===== config.mk =====
export PLATFORM = sky130hd
export DESIGN_NAME = dmem_arbiter_flat
export DESIGN_NICKNAME = d
export VERILOG_FILES = /design/src/rtl/dmem_arb_pkg.sv /design/src/rtl/dmem_arbiter_if.sv /design/src/rtl/dmem_arbiter_rr_arb2.sv /design/src/rtl/dmem_arbiter.sv /design/src/flat_wrapper.sv
export SDC_FILE = /design/constraint.sdc
export NUM_CORES = 1
export LEC_CHECK = 0
export ABC_AREA = 1
export CAP_MARGIN = 20
export CORE_AREA = 4 4 115 117
export CTS_BUF_LIST = sky130_fd_sc_hd__clkbuf_8 sky130_fd_sc_hd__clkbuf_16
export DETAILED_ROUTE_END_ITERATION = 16
export DIE_AREA = 0 0 119 121
export MAX_ROUTING_LAYER = met4
export SLEW_MARGIN = 20
export SYNTH_ARGS = -nofsm -noshare
export SYNTH_HDL_FRONTEND = slang
export SYNTH_SLANG_ARGS = --single-unit

===== constraint.sdc =====
create_clock -name clk -period 1.35 [get_ports clk]
set_input_delay 0.27 -clock clk [delete_from_list [all_inputs] [get_ports clk]]
set_output_delay 0.27 -clock clk [all_outputs]
set_load 0.02 [all_outputs]

===== src/rtl/dmem_arb_pkg.sv =====
// Shared types and helpers for the two-port data-memory arbiter.
// Port ids, response tag layout and the access legality check.
package dmem_arb_pkg;

  localparam int ADDR_W = 32;
  localparam int DATA_W = 32;

  localparam logic PORT_CPU = 1'b0;
  localparam logic PORT_DMA = 1'b1;

  typedef struct packed {
    logic valid;
    logic owner;
    logic is_read;
    logic illegal;
  } rsp_tag_t;

  // Word aligned and the whole word fits inside the memory.
  function automatic logic is_legal(
    input logic [ADDR_W-1:0] addr,
    input int unsigned       mem_bytes
  );
    logic [ADDR_W-1:0] lim;
    lim = ADDR_W'(mem_bytes - 4);
    return (addr[1:0] == 2'b00) && (addr <= lim);
  endfunction

endpackage


===== src/rtl/dmem_arbiter_if.sv =====
// Bus bundle between the two requesters, the arbiter and DataMemory.
// slave = arbiter side, master = requesters plus memory side.
interface dmem_arbiter_if;
  import dmem_arb_pkg::*;

  logic              req0;
  logic              req1;
  logic              we0;
  logic              we1;
  logic [ADDR_W-1:0] addr0;
  logic [ADDR_W-1:0] addr1;
  logic [DATA_W-1:0] wdata0;
  logic [DATA_W-1:0] wdata1;

  logic              gnt0;
  logic              gnt1;
  logic              rvalid0;
  logic              rvalid1;
  logic [DATA_W-1:0] rdata0;
  logic [DATA_W-1:0] rdata1;
  logic              err0;
  logic              err1;

  logic [ADDR_W-1:0] mem_addr;
  logic [DATA_W-1:0] mem_wdata;
  logic              mem_read;
  logic              mem_write;
  logic [DATA_W-1:0] mem_rdata;

  modport slave (
    input  req0, req1, we0, we1,
    input  addr0, addr1, wdata0, wdata1,
    input  mem_rdata,
    output gnt0, gnt1, rvalid0, rvalid1,
    output rdata0, rdata1, err0, err1,
    output mem_addr, mem_wdata,
    output mem_read, mem_write
  );

  modport master (
    output req0, req1, we0, we1,
    output addr0, addr1, wdata0, wdata1,
    output mem_rdata,
    input  gnt0, gnt1, rvalid0, rvalid1,
    input  rdata0, rdata1, err0, err1,
    input  mem_addr, mem_wdata,
    input  mem_read, mem_write
  );

endinterface


===== src/rtl/dmem_arbiter_rr_arb2.sv =====
// Two-way arbiter: round-robin on contention, or fixed port-0 priority.
// last_q only moves when both ports contend.
module rr_arb2
  import dmem_arb_pkg::*;
#(
  parameter bit FIXED_PRI = 1'b0
) (
  input  logic       clk_i,
  input  logic       reset_i,
  input  logic [1:0] req_i,
  output logic [1:0] gnt_o
);

  logic last_q;
  logic last_d;
  logic win;

  always_comb begin
    gnt_o  = 2'b00;
    last_d = last_q;
    win    = PORT_CPU;
    if (!reset_i) begin
      unique case (1'b1)
        (req_i == 2'b11): begin
          win = FIXED_PRI ? PORT_CPU : ~last_q;
          gnt_o[win] = 1'b1;
          if (!FIXED_PRI) last_d = win;
        end
        (req_i == 2'b01): gnt_o = 2'b01;
        (req_i == 2'b10): gnt_o = 2'b10;
        default: gnt_o = 2'b00;
      endcase
    end
  end

  always_ff @(posedge clk_i) begin
    if (reset_i) last_q <= PORT_DMA;
    else         last_q <= last_d;
  end

endmodule


===== src/rtl/dmem_arbiter.sv =====
// Two-port arbiter/sequencer in front of the big-endian DataMemory.
// One word access per cycle; single-stage response pipeline.
module dmem_arbiter
  import dmem_arb_pkg::*;
#(
  parameter int unsigned MEM_BYTES = 128,
  parameter bit          FIXED_PRI = 1'b0
) (
  input  logic           clk,
  input  logic           reset,
  dmem_arbiter_if.slave  bus
);

  logic [1:0]        req;
  logic [1:0]        gnt;
  logic              any;
  logic              sel_we;
  logic [ADDR_W-1:0] sel_addr;
  logic [DATA_W-1:0] sel_wdata;
  logic              legal;
  rsp_tag_t          tag_d;
  rsp_tag_t          tag_q;
  logic              live;
  logic              own0;
  logic              own1;

  assign req = {bus.req1, bus.req0};

  rr_arb2 #(
    .FIXED_PRI (FIXED_PRI)
  ) u_arb (
    .clk_i   (clk),
    .reset_i (reset),
    .req_i   (req),
    .gnt_o   (gnt)
  );

  assign any      = |gnt;
  assign bus.gnt0 = gnt[0];
  assign bus.gnt1 = gnt[1];

  always_comb begin
    sel_we    = 1'b0;
    sel_addr  = '0;
    sel_wdata = '0;
    unique case (1'b1)
      gnt[0]: begin
        sel_we    = bus.we0;
        sel_addr  = bus.addr0;
        sel_wdata = bus.wdata0;
      end
      gnt[1]: begin
        sel_we    = bus.we1;
        sel_addr  = bus.addr1;
        sel_wdata = bus.wdata1;
      end
      default: ;
    endcase
  end

  assign legal = is_legal(sel_addr, MEM_BYTES);

  // Illegal accesses are still granted but never reach memory.
  assign bus.mem_addr  = sel_addr;
  assign bus.mem_wdata = sel_wdata;
  assign bus.mem_read  = any & ~sel_we & legal;
  assign bus.mem_write = any &  sel_we & legal;

  always_comb begin
    tag_d         = '0;
    tag_d.valid   = any;
    tag_d.owner   = gnt[1];
    tag_d.is_read = ~sel_we;
    tag_d.illegal = ~legal;
  end

  always_ff @(posedge clk) begin
    if (reset) tag_q <= '0;
    else       tag_q <= tag_d;
  end

  // Reset in the response cycle drops the response immediately.
  assign live = tag_q.valid & ~reset;
  assign own0 = live & (tag_q.owner == PORT_CPU);
  assign own1 = live & (tag_q.owner == PORT_DMA);

  assign bus.rvalid0 = own0 & tag_q.is_read;
  assign bus.rvalid1 = own1 & tag_q.is_read;
  assign bus.err0    = own0 & tag_q.illegal;
  assign bus.err1    = own1 & tag_q.illegal;

  assign bus.rdata0 = (bus.rvalid0 & ~tag_q.illegal) ?
                      bus.mem_rdata : '0;
  assign bus.rdata1 = (bus.rvalid1 & ~tag_q.illegal) ?
                      bus.mem_rdata : '0;

endmodule

===== src/flat_wrapper.sv =====
// flat-port wrapper written by rule: the top's interface ports become plain ports
module dmem_arbiter_flat import dmem_arb_pkg::*;
#(
  parameter int unsigned MEM_BYTES = 128,
  parameter bit          FIXED_PRI = 1'b0
)
  (clk, reset, bus_req0, bus_req1, bus_we0, bus_we1, bus_addr0, bus_addr1, bus_wdata0, bus_wdata1, bus_mem_rdata, bus_gnt0, bus_gnt1, bus_rvalid0, bus_rvalid1, bus_rdata0, bus_rdata1, bus_err0, bus_err1, bus_mem_addr, bus_mem_wdata, bus_mem_read, bus_mem_write);
  dmem_arbiter_if bus_i ();
  input  logic clk;
  input  logic reset;
  input wire logic [$bits(bus_i.req0)-1:0] bus_req0;
  input wire logic [$bits(bus_i.req1)-1:0] bus_req1;
  input wire logic [$bits(bus_i.we0)-1:0] bus_we0;
  input wire logic [$bits(bus_i.we1)-1:0] bus_we1;
  input wire logic [$bits(bus_i.addr0)-1:0] bus_addr0;
  input wire logic [$bits(bus_i.addr1)-1:0] bus_addr1;
  input wire logic [$bits(bus_i.wdata0)-1:0] bus_wdata0;
  input wire logic [$bits(bus_i.wdata1)-1:0] bus_wdata1;
  input wire logic [$bits(bus_i.mem_rdata)-1:0] bus_mem_rdata;
  output wire logic [$bits(bus_i.gnt0)-1:0] bus_gnt0;
  output wire logic [$bits(bus_i.gnt1)-1:0] bus_gnt1;
  output wire logic [$bits(bus_i.rvalid0)-1:0] bus_rvalid0;
  output wire logic [$bits(bus_i.rvalid1)-1:0] bus_rvalid1;
  output wire logic [$bits(bus_i.rdata0)-1:0] bus_rdata0;
  output wire logic [$bits(bus_i.rdata1)-1:0] bus_rdata1;
  output wire logic [$bits(bus_i.err0)-1:0] bus_err0;
  output wire logic [$bits(bus_i.err1)-1:0] bus_err1;
  output wire logic [$bits(bus_i.mem_addr)-1:0] bus_mem_addr;
  output wire logic [$bits(bus_i.mem_wdata)-1:0] bus_mem_wdata;
  output wire logic [$bits(bus_i.mem_read)-1:0] bus_mem_read;
  output wire logic [$bits(bus_i.mem_write)-1:0] bus_mem_write;
  assign bus_i.req0 = bus_req0;
  assign bus_i.req1 = bus_req1;
  assign bus_i.we0 = bus_we0;
  assign bus_i.we1 = bus_we1;
  assign bus_i.addr0 = bus_addr0;
  assign bus_i.addr1 = bus_addr1;
  assign bus_i.wdata0 = bus_wdata0;
  assign bus_i.wdata1 = bus_wdata1;
  assign bus_i.mem_rdata = bus_mem_rdata;
  assign bus_gnt0 = bus_i.gnt0;
  assign bus_gnt1 = bus_i.gnt1;
  assign bus_rvalid0 = bus_i.rvalid0;
  assign bus_rvalid1 = bus_i.rvalid1;
  assign bus_rdata0 = bus_i.rdata0;
  assign bus_rdata1 = bus_i.rdata1;
  assign bus_err0 = bus_i.err0;
  assign bus_err1 = bus_i.err1;
  assign bus_mem_addr = bus_i.mem_addr;
  assign bus_mem_wdata = bus_i.mem_wdata;
  assign bus_mem_read = bus_i.mem_read;
  assign bus_mem_write = bus_i.mem_write;
  dmem_arbiter #(.MEM_BYTES(MEM_BYTES), .FIXED_PRI(FIXED_PRI)) u_core (.clk(clk), .reset(reset), .bus(bus_i));
endmodule

# Word-level counts from Yosys, hierarchy flattened
# Index checks and enable logic that the tools add are counted.
# Widths: inputs -> output; s select.
[classes]
n_reduce_logical = 4
n_lt_le_gt_ge = 3
n_mux = 9
eq_ne = 3
bitwise = 19
[ops]
columns = ["operator", "n"]
rows = [
  ["$pmux 32 s2", 2],
  ["$mux 32", 2],
  ["$le 32x7->1 const B", 1],
  ["$and 1x1->1", 13],
  ["$not 1->1", 6],
  ["$pmux 2 s3", 1],
  ["$eq 2x2->1 const B", 2],
  ["$eq 2x1->1 const B", 1],
  ["$logic_and 1x1->1", 2],
  ["$logic_not 2->1", 1],
  ["$lt 1x2->1 const B", 1],
  ["$mux 2", 1],
  ["$pmux 1 s2", 1],
  ["$reduce_or 2->1", 1],
  ["$demux 1 s1", 1],
  ["$ge 1x1->1 const B", 1],
  ["$mux 1", 1],
]
[totals]
reg_bits = 5
inputBits = 166
out_inout_bits = 136

# Depth between registers and ports, before layout
# Gate-level depths: netlist of the first run.
[logic_depth]
ltp_word = 11
depth_mapped = 11
ltp_nobuf = 11

# Modules after synthesis
# A second synthesis of the first run with hierarchy kept.
[hier_totals]
hier_cells = 325
area_unflattened_um2 = 1640.3
[modules_own_cells]
columns = ["mod", "seq_area_each_um2", "area_per_inst_um2", "n_inst", "cells_per_inst"]
rows = [
  ["dmem_arbiter", 80.1, 1577.8, 1, 314],
  ["rr_arb2", 20.0, 62.6, 1, 11],
]

# Worst setup path before layout of the first run
# OpenSTA, ideal clock, no wires.
[synth_path]
path_type = "reg2out"
start = "register u_core.u_arb.last_q"
end = "output bus_mem_read"
slack_ns = -0.461
path_stages_with_launch = 11
path_buffers = 1
arrival_time_ns = 1.541
cell_sequence = "dfxtp_1 inv_1 nand2_2 buf_2 nand3_1 o21ai_1 nor2_1 nand2_1 nor2_1 nand3_2 nor2_1"
[synth_between]
elab_chain_len = 11
[synth_rtl]
columns = ["element", "line", "text"]
rows = [
  ["start: declaration", "dmem_arbiter_rr_arb2.sv:14", "logic last_q;"],
  ["start signal: assignment", "dmem_arbiter_rr_arb2.sv:38", "else last_q <= last_d;"],
  ["$not 1->1 (*)", "dmem_arbiter_rr_arb2.sv:25", "win = FIXED_PRI ? PORT_CPU : ~last_q;"],
  ["$lt 1x2->1 (implied by the code) or $ge 1x1->1 (tied branches)", "dmem_arbiter_rr_arb2.sv:26", "gnt_o[win] = 1'b1;"],
  ["$logic_and 1x1->1 (implied by the code)", "dmem_arbiter_rr_arb2.sv:26", ""],
  ["$mux 1 (implied by the code)", "dmem_arbiter_rr_arb2.sv:26", ""],
  ["$demux 1 s1 (*)", "dmem_arbiter_rr_arb2.sv:26", ""],
  ["$pmux 2 s3 (*)", "dmem_arbiter_rr_arb2.sv:23", "unique case (1'b1)"],
  ["$mux 2 (*)", "dmem_arbiter_rr_arb2.sv:22", "if (!reset_i) begin"],
  ["$pmux 32 s2 (*)", "dmem_arbiter.sv:46", "unique case (1'b1)"],
  ["via bus_mem_addr[7]", "flat_wrapper.sv:28", "output wire logic [$bits(bus_i.mem_addr)-1:0] bus_mem_addr;"],
  ["$le 32x7->1 (*)", "dmem_arb_pkg.sv:25", "return (addr[1:0] == 2'b00) && (addr <= lim);"],
  ["$logic_and 1x1->1 (*)", "dmem_arb_pkg.sv:25", ""],
  ["$and 1x1->1 (*)", "dmem_arbiter.sv:66", "assign bus.mem_read = any & ~sel_we & legal;"],
  ["end: declaration", "flat_wrapper.sv:30", "output wire logic [$bits(bus_i.mem_read)-1:0] bus_mem_read;"],
]
# Mark *: on every way through the listed nets, which the timed path passes. The rest lies on a longest branch.

# Worst setup path in the final report of the first run
[layout_path]
start = "register u_core.u_arb.last_q"
end = "output bus_mem_read"
[layout_between]
elab_chain_len = 11
[layout_rtl]
columns = ["element", "line"]
rows = [
  ["$not 1->1 (*)", "dmem_arbiter_rr_arb2.sv:25"],
  ["$lt 1x2->1 (implied by the code) or $ge 1x1->1 (tied branches)", "dmem_arbiter_rr_arb2.sv:26"],
  ["$logic_and 1x1->1 (implied by the code)", "dmem_arbiter_rr_arb2.sv:26"],
  ["$mux 1 (implied by the code)", "dmem_arbiter_rr_arb2.sv:26"],
  ["$demux 1 s1 (*)", "dmem_arbiter_rr_arb2.sv:26"],
  ["$pmux 2 s3 (*)", "dmem_arbiter_rr_arb2.sv:23"],
  ["$mux 2 (*)", "dmem_arbiter_rr_arb2.sv:22"],
  ["$pmux 32 s2 or $pmux 1 s2 (tied branches)", "dmem_arbiter.sv:46"],
  ["$le 32x7->1 (tied with other cells)", "dmem_arb_pkg.sv:25"],
  ["$logic_and 1x1->1 or $and 1x1->1 (tied branches)", "dmem_arb_pkg.sv:25, dmem_arbiter.sv:66"],
  ["$and 1x1->1 (*)", "dmem_arbiter.sv:66"],
]
# Every way passes the cells marked *; elsewhere a longest branch is shown, timed or not.

==> results of run 1 <==
[report_power, final]
part	internal, mW	leakage [nW]	switching (mW)	total, mW
combinational	1.19	3.36	0.883	2.08
clock	0.383	0.0423	0.0915	0.475
sequential	0.158	0.0417	0.00647	0.165
[metrics by stage]
stage	power [mW]	cell area [um2]
finish	2.72	7620
global placement	1.85	6180
floorplan	0.886	2730
global route	2.85	7620
detailed placement	1.85	6180
CTS	2.61	7260
[worst reg2reg max path, delay by kind of cell, from the launching register on]
kind,cells,cell delay (ns)
AND/OR/NAND/NOR,6,0.65
flip-flops,1,0.35
buffers and inverters,2,0.24
AO/OA/AOI/OAI,1,0.08
[cell families (layout without fill, tap and decap cells)]
| group | Yosys count | count (layout) | synth area share |
|---|---|---|---|
| AO/OA/AOI/OAI | 47 | 47 | 0.248 |
| buffers and inverters | 76 | 447 | 0.205 |
| flip-flops | 5 | 5 | 0.0660 |
| AND/OR/NAND/NOR | 174 | 174 | 0.482 |
[registers in the layout, summed over array words and instances (netlist names)]
register / flops
u_core.tag_q: 4
u_core.u_arb.last_q: 1
[metal layers]
metal  wire (um)  GRT usage
met5           0          -
met4         227     0.0326
met3         830     0.0298
met2        8070      0.374
met1        5040      0.194
[placed cells by master (no fill, tap or decap), types with 3 or more instances in the layout]
cell type	netlist	routed
buf_16	0	11
nand3_4	0	13
nand3_2	2	9
o21ai_2	0	6
inv_2	3	4
nand2_1	45	6
nand2_4	0	26
nor2_4	0	79
dfxtp_1	5	3
nor2_1	88	7
a22o_4	0	37
nand4_1	10	10
nand2_2	2	14
clkdlybuf4s50_1	0	162
buf_8	0	5
buf_6	1	159
nand3_1	26	6
buf_4	1	28
buf_12	0	19
inv_1	50	47
clkbuf_16	0	5
nor2_2	1	3
[area by class of cell]
class,count,area share
timing repair buffer,389,0.588
clock buffer,3,0.00986
inverter,53,0.0284
timing repair inverter,1,0.000821
sequential,5,0.0138
tap,172,0.0283
multi-input combinational,221,0.330
clock inverter,1,0.000493
[worst max path at each step]
| stage | slack (ns) | cells after the start | endpoint |
|---|---|---|---|
| floorplan | -0.30 | 11 | bus_mem_read |
| global placement | -1.49 | 11 | bus_mem_read |
| detailed placement | -1.53 | 11 | bus_mem_read |
| CTS | -0.73 | 13 | bus_mem_write |
| global route | -0.81 | 11 | bus_mem_read |
| finish | -0.72 | 11 | bus_mem_read |
[repair_timing]
item,in CTS,in global routing
hold buffers,0,0
pin swaps,48,48
setup endpoints to repair,138,138
cloned,15,2
buffers inserted,28,14
gates resized for setup,876,98
==> impl_metrics.py, run 1 <==
metrics = {
    "status": {
        "status": "finished, violations left",
        "violations": "setup timing",
    },
    "yosys": {
        "synth_top_area_frac": 0.218,
        "syn-num-nets": 468,
        "synth_edf_count": 0,
        "synth-async-reset-ratio": 0,
        "yosys-top-cells-count": "88 x nor2_1, 50 x inv_1, 45 x nand2_1, 37 x a22o_1, 26 x nand3_1",
        "ys_warn_count": 0,
        "syn_inst": 302,
        "synthFlopType": "dfxtp_1",
        "ys_types": 19,
        "synth_area_mm2": 0.00152,
        "ys_seq_area_frac": 0.0660,
        "synth_top_cell_by_area": "nor2_1",
        "syn_area_per_cell_um2": 5.02,
        "synth_area_leaders": "nor2_1 22%, a22o_1 21%, inv_1 12%",
        "ys_seq_elements": 5,
        "post-synth-top-count-cell": "nor2_1",
    },
    "die": {
        "rows": 41,
        "die_w_um": 119,
        "die-area_mm2": 0.0144,
        "core_area_mm2": 0.0124,
        "start_util": 0.123,
        "dieHeight_um": 121,
        "pin_count": 302,
    },
    "critical_path": {
        "cp_max_fo": 6,
        "max_stage_delay_ns": 0.35,
        "rr_worst_depth": 9,
        "crit_path_start": "u_core.u_arb.last_q",
        "slowest_stage": "dfxtp_4",
        "worst_setup_path_end_kind": "output pin",
        "r2r_end": "u_core.tag_q[0]",
        "critPathKind": "reg -> out",
        "worst_ep_required_time_ns": 1.08,
        "cp_data_arrival_time_ns": 1.80,
        "path_cells": "inv_4 -> nand2_8 -> buf_16 -> nand3_1 -> o21ai_2 -> nor2_1 -> nand2_1 -> nor2_2 -> nand3_4 -> nor2_4 -> buf_6",
        "r2r-start": "u_core.u_arb.last_q",
        "cp.buffers_inverters": 3,
        "path_delay_family": "simple AND/OR/NAND/NOR gates",
        "cp-start-kind": "flip-flop",
        "r2r_slack_ns": -0.13,
    },
    "timing": {
        "fmax_mhz": 483,
        "fin_skew_ns": 0.00199,
        "slew_violations": 0,
        "setup_ws_ns": -0.722,
        "hold-worst-slack_ns": 0.357,
        "setup_tns_ns": -54.85,
        "setup_viol_count_final": 135,
        "hold_viol_final": 0,
        "maxSlewHeadroom": 0.872,
        "tightest_slew_ns": 0.192,
        "post-route-period-util": 1.53,
        "fin_crit_ns": 2.07,
        "rsz0062_at_grt": "true",
    },
    "drt": {
        "detail-route-antenna-nets": 0,
        "wl_mm": 14.2,
        "num_vias": 3583,
        "wl_per_cell_um": 16.8,
        "drt_iter0_drc": 82,
        "drc": 0,
        "drt_first_pass_iters": 4,
        "avgViaCountPerCell": 4.24,
    },
    "placement": {
        "routabilityCongestion": 0.843,
        "place.port_buffers": 301,
        "detailed_place_hpwl_mm": 10.7,
        "dp_cells": 799,
        "dp_slack_ns": -1.53,
    },
    "clocking": {
        "clk_path_buf_depth": 2,
        "numCtsBuffers": 3,
        "cts-htree-levels": 1,
        "clock-sinks": 5,
        "root_buffer": "clkbuf_16",
        "clk_pin_slew_ns": 0.03,
        "cts_tree": "yes",
        "clk_latency_ns": 0.23,
    },
    "layout": {
        "final_cell_count_no_fill": 845,
        "nets": 840,
        "antenna_cells": 0,
        "drive_above_1_share": 0.639,
        "multi_input_area_mm2": 0.00251,
        "utilization": 0.616,
        "register_area_um2": 105,
        "syn_to_final_growth_pct": 402,
        "fillCellCount": 1019,
    },
    "global_routing": {
        "antenna_found_initial": 0,
        "track_usage": 0.187,
        "grt_overflow": 0,
        "grt_pass1_vias": 4024,
        "grt_max_degree": 15,
        "grt_pass1_wl_mm": 21.1,
    },
    "worst_hold_path": {
        "holdCritPathClass": "in -> reg",
        "hold_end": "u_core.tag_q[1]",
        "hp-start": "reset",
        "worstHoldPathCells": 3,
    },
    "power": {
        "power_density_mw_per_mm2": 357,
        "p_leak_nw": 3.44,
        "peakVddDrop_mv": 0.305,
    },
    "job": {
        "maxCapViolations": 0,
    },
}
No activity file was read; power rests on OpenSTA's default activity.
==> run 2: changes to the inputs <==
--- a/config.mk
+++ b/config.mk
@@ -7,10 +7,10 @@
 export LEC_CHECK = 0
 export ABC_AREA = 1
 export CAP_MARGIN = 20
-export CORE_AREA = 4 4 115 117
+export CORE_AREA = 4 4 116 118
 export CTS_BUF_LIST = sky130_fd_sc_hd__clkbuf_8 sky130_fd_sc_hd__clkbuf_16
 export DETAILED_ROUTE_END_ITERATION = 16
-export DIE_AREA = 0 0 119 121
+export DIE_AREA = 0 0 120 122
 export MAX_ROUTING_LAYER = met4
 export SLEW_MARGIN = 20
 export SYNTH_ARGS = -nofsm -noshare
==> constraint.sdc (replaced) <==
create_clock -name clk -period 2.19 [get_ports clk]
set_input_delay 0.438 -clock clk [delete_from_list [all_inputs] [get_ports clk]]
set_output_delay 0.438 -clock clk [all_outputs]
set_load 0.02 [all_outputs]
==> run 2 against run 1 <==
  * Final cell count fell by 3.2%
  * Sequential share of layout area grew 0.65 points
  * Non-clock buffer count is 28 lower
  * Critical path type is now in -> out
  * Critical path depth shrank 2
  * The flow still finishes with violations (setup timing)
  * Sequential cell count unchanged
  * Clock power down 38%
  * Cell area shrank 33%
  * Die area is 1.7% higher
  * Wire length fell by 12%
  * Largest power group unchanged
==> impl_metrics.py, run 2 (synthesis gave the netlist of run 1 again) <==
metrics = {
    "status": {
        "status": "finished, violations left",
        "violations": "setup timing",
    },
    "power": {
        "p_sw_mw": 0.459,
        "power_density_mw_per_mm2": 255,
        "clkPwrFrac": 0.226,
        "peakVddDrop_mv": 0.317,
        "switching_share": 0.352,
        "pwr-share-comb": 0.697,
        "p_leak_nw": 2.79,
        "intPower_mw": 0.846,
        "seq_power_share": 0.077,
    },
    "drt": {
        "detail-route-antenna-nets": 0,
        "drt_iter0_drc": 90,
        "num_vias": 3335,
        "wl_mm": 12.5,
        "avgViaCountPerCell": 4.08,
        "drc": 0,
        "drt_first_pass_iters": 4,
        "wl_per_cell_um": 15.3,
    },
    "layout": {
        "top_register": "u_core.tag_q",
        "largest_reg_flops": 4,
        "final_cell_count_no_fill": 818,
        "most-common-layout-cells": "158 x clkdlybuf4s50_1, 75 x buf_2, 74 x nor2_1, 49 x inv_1, 49 x buf_4",
        "syn_to_final_growth_pct": 238,
        "drive_above_1_share": 0.359,
        "nets": 811,
        "fillCellCount": 1334,
        "top_regs": "u_core.tag_q (4), u_core.u_arb.last_q (1)",
        "final_common_cell": "clkdlybuf4s50_1",
    },
    "critical_path": {
        "cp_common_cell": "nor2_4",
        "crit_path_start": "bus_addr1[30]",
        "cp.buffers_inverters": 2,
        "cp-start-kind": "input port",
        "cp_num_cells": 9,
        "path_cells": "clkdlybuf4s50_1 -> nand4_1 -> nand2_2 -> nor2_2 -> nand3_2 -> nor2_4 -> nand3_4 -> nor2_4 -> buf_6",
        "cp-endpoint": "bus_mem_read",
        "worst_setup_path_end_kind": "output pin",
        "rr_worst_depth": 12,
        "cp_data_arrival_time_ns": 1.79,
        "r2r_slack_ns": 0.44,
        "r2r_end": "u_core.tag_q[0]",
        "cp_max_fo": 3,
        "max_stage_delay_ns": 0.43,
        "worst_ep_required_time_ns": 1.75,
        "critPathKind": "in -> out",
        "path_delay_family": "simple AND/OR/NAND/NOR gates",
        "slowest_stage": "clkdlybuf4s50_1",
        "r2r-start": "u_core.u_arb.last_q",
    },
    "die": {
        "pin_count": 302,
        "core_area_mm2": 0.0125,
        "start_util": 0.122,
        "die-area_mm2": 0.0146,
        "rows": 41,
        "die_w_um": 120,
        "dieHeight_um": 122,
    },
    "clocking": {
        "root_buffer": "clkbuf_16",
        "cts_tree": "yes",
        "clk_path_buf_depth": 2,
        "clock-sinks": 5,
        "cts-htree-levels": 1,
        "clk_pin_slew_ns": 0.03,
        "clk_latency_ns": 0.23,
        "cts_hold_buf": 0,
        "numCtsBuffers": 3,
    },
    "timing": {
        "slew_violations": 0,
        "hold_viol_final": 0,
        "fin_crit_ns": 2.22,
        "setup_viol_count_final": 2,
        "maxSlewHeadroom": 0.822,
        "fmax_mhz": 449,
        "fin_skew_ns": 0.00164,
        "tightest_slew_ns": 0.268,
        "hold-worst-slack_ns": 0.532,
        "post-route-period-util": 1.02,
        "rsz0062_at_grt": "true",
        "setup_ws_ns": -0.0349,
    },
    "placement": {
        "detailed_place_hpwl_mm": 10.4,
        "place.port_buffers": 301,
        "dp_cells": 801,
        "dp_slack_ns": -0.939,
        "routabilityCongestion": 0.919,
    },
    "global_routing": {
        "grt_max_degree": 39,
        "track_usage": 0.156,
        "grt_pass1_vias": 3518,
        "grt_overflow": 0,
        "grt_pass1_wl_mm": 17.8,
        "antenna_found_initial": 2,
    },
    "worst_hold_path": {
        "holdCritPathClass": "in -> reg",
    },
    "job": {
        "maxCapViolations": 0,
    },
}
-- run 2: cell types whose count changed in the layout (fill, tap and decap cells not counted), sizes merged --
cell / before / now
buf: 223 / 141
bufbuf: 1 / 0
clkbuf: 5 / 21
clkdlybuf4s15: 1 / 8
clkdlybuf4s50: 162 / 158
diode: 0 / 2
dlygate4sd2: 0 / 31
dlymetal6s2s: 0 / 5
inv: 55 / 54
-- run 2: how the worst min path moves through the flow --
stage | from | end | slack (ns) | cells after the start
after floorplan | u_core.u_arb.last_q | u_core.u_arb.last_q | 0.47 | 1
after global placement | u_core.u_arb.last_q | u_core.u_arb.last_q | 0.50 | 1
after detailed placement | u_core.u_arb.last_q | u_core.u_arb.last_q | 0.51 | 1
after CTS | bus_req0 | u_core.u_arb.last_q | 0.53 | 3
after global routing | bus_req0 | u_core.u_arb.last_q | 0.54 | 3
final | bus_req0 | u_core.u_arb.last_q | 0.53 | 3
-- run 2: routing by layer --
metal | up-vias | share of wire | track usage | wire [um]
met5 | - | 0 | - | 0
met4 | 0 | 0.012 | 0.0258 | 149
met3 | 13 | 0.091 | 0.0464 | 1130
met2 | 174 | 0.52 | 0.287 | 6470
met1 | 1490 | 0.38 | 0.168 | 4740
li1 | 1658 | - | - | -
-- run 2: metrics by stage --
step	area, um2	TNS, ns	utilization	power [mW]
3_5_place_dp	5070	-95.60	0.407	0.985
4_1_cts	5280	-0.0507	0.423	1.27
3_3_place_gp	5070	-94.09	0.407	0.979
6_report	5120	-0.0589	0.411	1.31
5_1_grt	5120	-0.256	0.411	1.38
2_1_floorplan	1520	0	-	0.398
-- run 2: power groups by stage --
stage,clock [mW],sequential (mW),combinational (mW)
2_1_floorplan,0,0.100,0.298
3_3_place_gp,0,0.101,0.878
3_5_place_dp,0,0.101,0.883
4_1_cts,0.299,0.100,0.871
5_1_grt,0.308,0.101,0.971
6_report,0.295,0.100,0.910
-- run 2: area by class of cell --
class,count,area [um2],area share
Clock buffer,3,75.1,0.0147
Multi-Input combinational cell,221,1380,0.268
Timing Repair Buffer,361,3140,0.612
Inverter,53,209,0.0408
Clock inverter,1,3.75,0.000733
Antenna cell,2,5.00,0.000977
Tap cell,172,215,0.0420
Sequential cell,5,104,0.0203
-- run 2: timing repair --
item                                    CTS  global route
setup buffers                             5             3
pin swaps                                24            33
endpoints found under the setup margin  136           105
gates cloned                              2             1
resized for setup                       387           139
-- run 2: worst register-to-register path, delay by kind of cell (launching register included) --
kind	cells	cell delay, ns
buffers and inverters	5	0.58
flip-flops	1	0.35
AND/OR/NAND/NOR	7	0.69
==> run 3: changes to the inputs <==
--- a/config.mk
+++ b/config.mk
@@ -11,6 +11,7 @@
 export CTS_BUF_LIST = sky130_fd_sc_hd__clkbuf_8 sky130_fd_sc_hd__clkbuf_16
 export DETAILED_ROUTE_END_ITERATION = 16
 export DIE_AREA = 0 0 120 122
+export HOLD_SLACK_MARGIN = 0.02
 export MAX_ROUTING_LAYER = met4
 export SLEW_MARGIN = 20
 export SYNTH_ARGS = -nofsm -noshare
==> results of run 3 <==
The final DEF is identical to that of run 2; final timing and power are the same.
